## src/rtl/acc_issue_queue.sv

```systemverilog
// Commit-gated issue queue feeding the vector accelerator: entries are held until committed, then dispatched under an in-flight cap.
// Optional stall counter enabled by defining ACC_ISSUE_QUEUE_STATS_EN.
module acc_issue_queue #(
  parameter int DEPTH           = 4,
  parameter int DATA_W          = 160,
  parameter int MAX_OUTSTANDING = 7
) (
  input  logic              clk_i,
  input  logic              rst_i,
  input  logic              flush_i,
  input  logic              enq_valid_i,
  output logic              enq_ready_o,
  input  logic [DATA_W-1:0] enq_data_i,
  input  logic              commit_i,
  output logic              acc_req_valid_o,
  input  logic              acc_req_ready_i,
  output logic [DATA_W-1:0] acc_req_data_o,
  input  logic              acc_resp_valid_i,
  output logic [3:0]        outstanding_o,
  output logic              empty_o,
  output logic              commit_err_o,
  output logic [31:0]       stall_cycles_o
);

  localparam int AW = $clog2(DEPTH);
  localparam logic [3:0] MAX_O = 4'(MAX_OUTSTANDING);

  // Pointers carry an extra wrap bit so full and empty are distinguishable.
  logic [AW:0]       head, cmt, tail;
  logic [AW:0]       cmt_nxt;
  logic [DATA_W-1:0] mem [DEPTH];
  logic [3:0]        outstanding;
  logic              full, enq_fire, cmt_ok, disp, rsp_ok, err_set;

  assign full            = (tail[AW-1:0] == head[AW-1:0]) && (tail[AW] != head[AW]);
  assign enq_ready_o     = !full && !flush_i;
  assign enq_fire        = enq_valid_i && enq_ready_o;
  // Compared against the pre-enqueue tail, so a same-cycle enqueue is never committed.
  assign cmt_ok          = commit_i && (cmt != tail);
  assign cmt_nxt         = cmt + {{AW{1'b0}}, cmt_ok};
  assign acc_req_valid_o = (head != cmt) && (outstanding < MAX_O);
  assign disp            = acc_req_valid_o && acc_req_ready_i;
  assign rsp_ok          = acc_resp_valid_i && (outstanding != 4'd0);
  assign err_set         = (commit_i && (cmt == tail)) || (acc_resp_valid_i && (outstanding == 4'd0));
  assign acc_req_data_o  = mem[head[AW-1:0]];
  assign outstanding_o   = outstanding;
  assign empty_o         = (tail == head);

  always_ff @(posedge clk_i) begin
    if (rst_i) begin
      head         <= '0;
      cmt          <= '0;
      tail         <= '0;
      outstanding  <= '0;
      commit_err_o <= 1'b0;
      for (int i = 0; i < DEPTH; i++) mem[i] <= '0;
    end else begin
      if (enq_fire) mem[tail[AW-1:0]] <= enq_data_i;
      if (disp) head <= head + {{AW{1'b0}}, 1'b1};
      cmt <= cmt_nxt;
      // Flush drops everything past the (updated) commit point.
      if (flush_i)       tail <= cmt_nxt;
      else if (enq_fire) tail <= tail + {{AW{1'b0}}, 1'b1};
      case ({disp, rsp_ok})
        2'b10:   outstanding <= outstanding + 4'd1;
        2'b01:   outstanding <= outstanding - 4'd1;
        default: outstanding <= outstanding;
      endcase
      if (err_set) commit_err_o <= 1'b1;
    end
  end

`ifdef ACC_ISSUE_QUEUE_STATS_EN
  logic [31:0] stall_cnt;
  always_ff @(posedge clk_i) begin
    if (rst_i)
      stall_cnt <= '0;
    else if ((head != cmt) && !disp && (stall_cnt != 32'hFFFF_FFFF))
      stall_cnt <= stall_cnt + 32'd1;
  end
  assign stall_cycles_o = stall_cnt;
`else
  assign stall_cycles_o = 32'd0;
`endif

endmodule

```

## config.mk

```make
export PLATFORM = sky130hd
export DESIGN_NAME = acc_issue_queue
export DESIGN_NICKNAME = d
export VERILOG_FILES = /design/src/rtl/acc_issue_queue.sv
export SDC_FILE = /design/constraint.sdc
export NUM_CORES = 1
export LEC_CHECK = 0
export CAP_MARGIN = 20
export CORE_ASPECT_RATIO = 0.8
export CORE_UTILIZATION = 25
export CTS_BUF_LIST = sky130_fd_sc_hd__clkbuf_8
export DETAILED_ROUTE_END_ITERATION = 8
export PLACE_DENSITY = 0.52
export RECOVER_POWER = 100
export REMOVE_ABC_BUFFERS = 1
export SETUP_SLACK_MARGIN = 0.05
export SYNTH_ARGS = -nofsm -noshare
export SYNTH_HDL_FRONTEND = slang
export SYNTH_SLANG_ARGS = --single-unit
export TNS_END_PERCENT = 1
```

## constraint.sdc

```tcl
create_clock -name clk_i -period 6.86 [get_ports clk_i]
set_input_delay 1.372 -clock clk_i [delete_from_list [all_inputs] [get_ports clk_i]]
set_output_delay 1.372 -clock clk_i [all_outputs]
set_load 0.02 [all_outputs]
```

==> impl_metrics.csv <==
group,metric,value,unit
setup_path,reg2reg_setup_slack,3.04,ns
synthesis,syn_inst,1904,
die,dieArea,119000,um2
flow_run,max-cap-violations,6,
clocking,post_cts_buffers,0,
global_routing,grt_max_degree,158,
die,core,117000,um2
setup_path,rr_endpoint,"mem[0][101]$_SDFFCE_PN0P_",
clocking,cts_tree,"yes",
drt,wl,82900,um
global_routing,busiest_layer,"met2",
drt,via_per_inst,4.59,
drt,first_pass_iters,5,
place,dpl-instance-area,34500,um2
setup_path,crit_type,"in -> reg",
synthesis,synthAdderAreaFrac,0.297,%
power,powerDensity,310,nW/um2
global_routing,grt_use_met3,3.15,%
synthesis,synth_mux_area_share,12.3,%
synthesis,async_flop_share,0,%
timing,period_needed,5.55,ns
drt,ant_nets,0,
place,port_buffers,334,
global_routing,antenna_found_initial,7,
synthesis,yosysUniqueCellTypes,50,
synthesis,avgSynthCellArea,15.5,um2
timing,maxSlewHeadroom,-122,%
power,ir_worst_vdd,0.000180,V
clocking,root_buffer,"clkbuf_8",
layout,final-seq-area,19500,um2
die,ios,367,
setup_path,r2r_cells,5,
synthesis,yosysTopAreaCell,"edfxtp_1",
layout,drive_gt1_share,15.0,%
setup_path,r2r-start,"head[0]$_SDFFE_PP0P_",
place,place.detailed.hpwl,46200,um
drt,vias,17700,
drt,drc,0,
synthesis,synth_seq_cells,656,
synthesis,syn-cell-area,29500,um2
global_routing,use_met2,21.7,%
clocking,cts_buffers,111,
setup_path,start_kind,"input pin",
timing,rsz0062_at_grt,"no",
synthesis,netlist.area_leader.share,65.2,%
global_routing,grt_pass1_wl,119000,um
drt,wl_per_cell,21.5,um
worst_hold_path,whs_path_depth,2,
setup_path,crit_path_frequent_cell,"clkbuf_1",
timing,slew_violations,313,
synthesis,ys_seq_area_share,66.3,%
synthesis,synth_edf_count,640,
die,initial_core_util,25.3,%
synthesis,synth_compound_area_share,0.628,%
setup_path,slowest_delay,2.29,ns
synthesis,yosysWarnings,0,
global_routing,grt_use_met1,18.5,%
synthesis,synth_top_family_by_area,"simple AND/OR/NAND/NOR gates",
timing,worstMarginPinSlew,3.33,ns
synthesis,ys.flop_type,"edfxtp_1",
layout,areaGrowthSynthToFinish,21.8,%
clocking,cts_resized,0,
global_routing,grt_pass1_vias,18800,
clocking,cts_hold_buffers,0,
run_status,violations,"capacitance limit, slew limit",
synthesis,synthTopCellsByArea,"edfxtp_1, mux4_2, nor2_1, nand3b_1, nor3b_2",
die,die_h,309,um
worst_hold_path,holdCritStartpoint,"commit_err_o$_SDFFE_PP0P_",
timing,fin_skew,0.0259,ns
worst_hold_path,min_path_type,"reg -> reg",
synthesis,synth_xor_area_share,0.496,%
die,rows,112,
clocking,clk_pin_slew,0.06,ns
layout,fin_area,35900,um2
timing,fin_crit_sh,80.9,%
layout,num-nets-final,2411,
power,p_leak,12.3,nW
run_status,outcome,"finished, violations left",
setup_path,crit_slowest_cell,"clkbuf_1",
power,power,0.0111,W
global_routing,track_usage,13.7,%
clocking,clkSinkCount,656,
timing,setup_viol,0,
setup_path,crit_chain,"clkbuf_1, a31o_1, buf_12, clkbuf_1",
timing,max_freq,180,MHz
timing,finalHoldViolCount,0,
layout,multi_input_area,8650,um2
synthesis,synth-simple-area-share,16.5,%
die,die_w,386,um
setup_path,required,7.25,ns
clocking,insertion_delay,0.80,ns
worst_hold_path,hold_end,"commit_err_o$_SDFFE_PP0P_",
clocking,h-tree-depth,3,
drt,drt_iter0_drc,1353,
synthesis,yosys-top-cells-count,"edfxtp_1, nor2_1, mux4_2, nand3b_1, nor3b_2",
clocking,cts_buffer_depth,3,
setup_path,arrival,5.94,ns
setup_path,cp_max_fo,68,
layout,n_fill_cell,11600,
place,gp_congestion,0.744,
setup_path,worst_setup_path_end_kind,"register",
global_routing,gr-total-overflow,0,
synthesis,post-synth-top-count-cell,"edfxtp_1",
-- kinds of logic (layout without fill, tap and decap cells) --
group / after synthesis / count (layout)
AO/OA/AOI/OAI: 24 / 24
AND/OR/NAND/NOR: 837 / 837
buffers and inverters: 201 / 580
other: 1 / 37
adder cells (fa/ha/maj): 7 / 7
XOR/XNOR: 15 / 15
flip-flops: 656 / 656
multiplexers: 163 / 163
-- cells in the final DEF (no fill, tap or decap), drive strengths merged, types with 4 or more instances in the layout --
cell           instances
nor2b                  6
dfxtp                 16
buf                   35
nand2                  5
nand3b               160
clkinvlp               5
a21oi                  4
ha                     7
diode                  5
edfxtp               640
xor2                  12
inv                   37
o21ai                  5
clkdlybuf4s50        172
nor2                 493
conb                  32
clkbuf               131
dlygate4sd3          161
clkinv                37
nor3b                161
mux4                 160
-- flip-flops by register name (all words and copies together) (netlist names), named ones only --
register       cells
mem              640
outstanding_o      4
cmt                3
head               3
tail               3
commit_err_o       1
-- critical path: cells and delay by family --
family,cells,cell delay [ns]
buffers and inverters,3,3.35
AOI/OAI and AO/OA,1,1.07
-- cell type report --
class	instances	area share [%]
Multi-Input combinational cell	1078	24.1
Sequential cell	656	54.4
Inverter	3	0.0314
Clock inverter	78	1.06
Tap cell	1539	5.36
Antenna cell	5	0.0348
Clock buffer	112	4.29
Timing Repair Buffer	387	10.7
-- where the power goes --
part | internal [W] | total (W) | switching (W) | leakage, nW
Combinational | 0.00122 | 0.00299 | 0.00177 | 4.40
Clock | 0.00157 | 0.00318 | 0.00160 | 1.09
Sequential | 0.00478 | 0.00495 | 0.000172 | 6.78
Total | 0.00757 | 0.0111 | 0.00355 | 12.3
-- metrics by stage --
step | hold WS, ns | utilization (%) | cells | TNS [ns] | worst slack (ns)
final | 0.483 | 30.8 | 3858 | 0 | 1.31
after global routing | 0.573 | 30.8 | 3857 | 0 | 0.911
after CTS | 0.501 | 31.2 | 3852 | 0 | 1.75
after detailed placement | 0.482 | 29.6 | 3662 | 0 | 2.12
after global placement | 0.471 | 29.6 | 3662 | 0 | 2.16
after floorplan | 0.516 | - | 1737 | -6277.36 | -14.85
-- worst max path at each step --
stage	endpoint	startpoint	cells past startpoint	slack, ns
final	mem[0][101]$_SDFFCE_PN0P_	rst_i	4	1.31
after global routing	acc_req_data_o[31]	register	3	0.91
after CTS	acc_req_data_o[43]	register	3	1.75
after detailed placement	mem[2][57]$_SDFFCE_PN0P_	flush_i	5	2.12
after global placement	mem[2][73]$_SDFFCE_PN0P_	flush_i	5	2.16
after floorplan	mem[1][0]$_SDFFCE_PN0P_	flush_i	3	-14.85
-- layer usage --
| metal | wire (um) | part of all wire (%) |
|---|---|---|
| met5 | 23 | 0.028 |
| met4 | 1440 | 1.7 |
| met3 | 5660 | 6.8 |
| met2 | 39300 | 47 |
| met1 | 36400 | 44 |
Note: power is estimated with default switching activity, not from simulation.
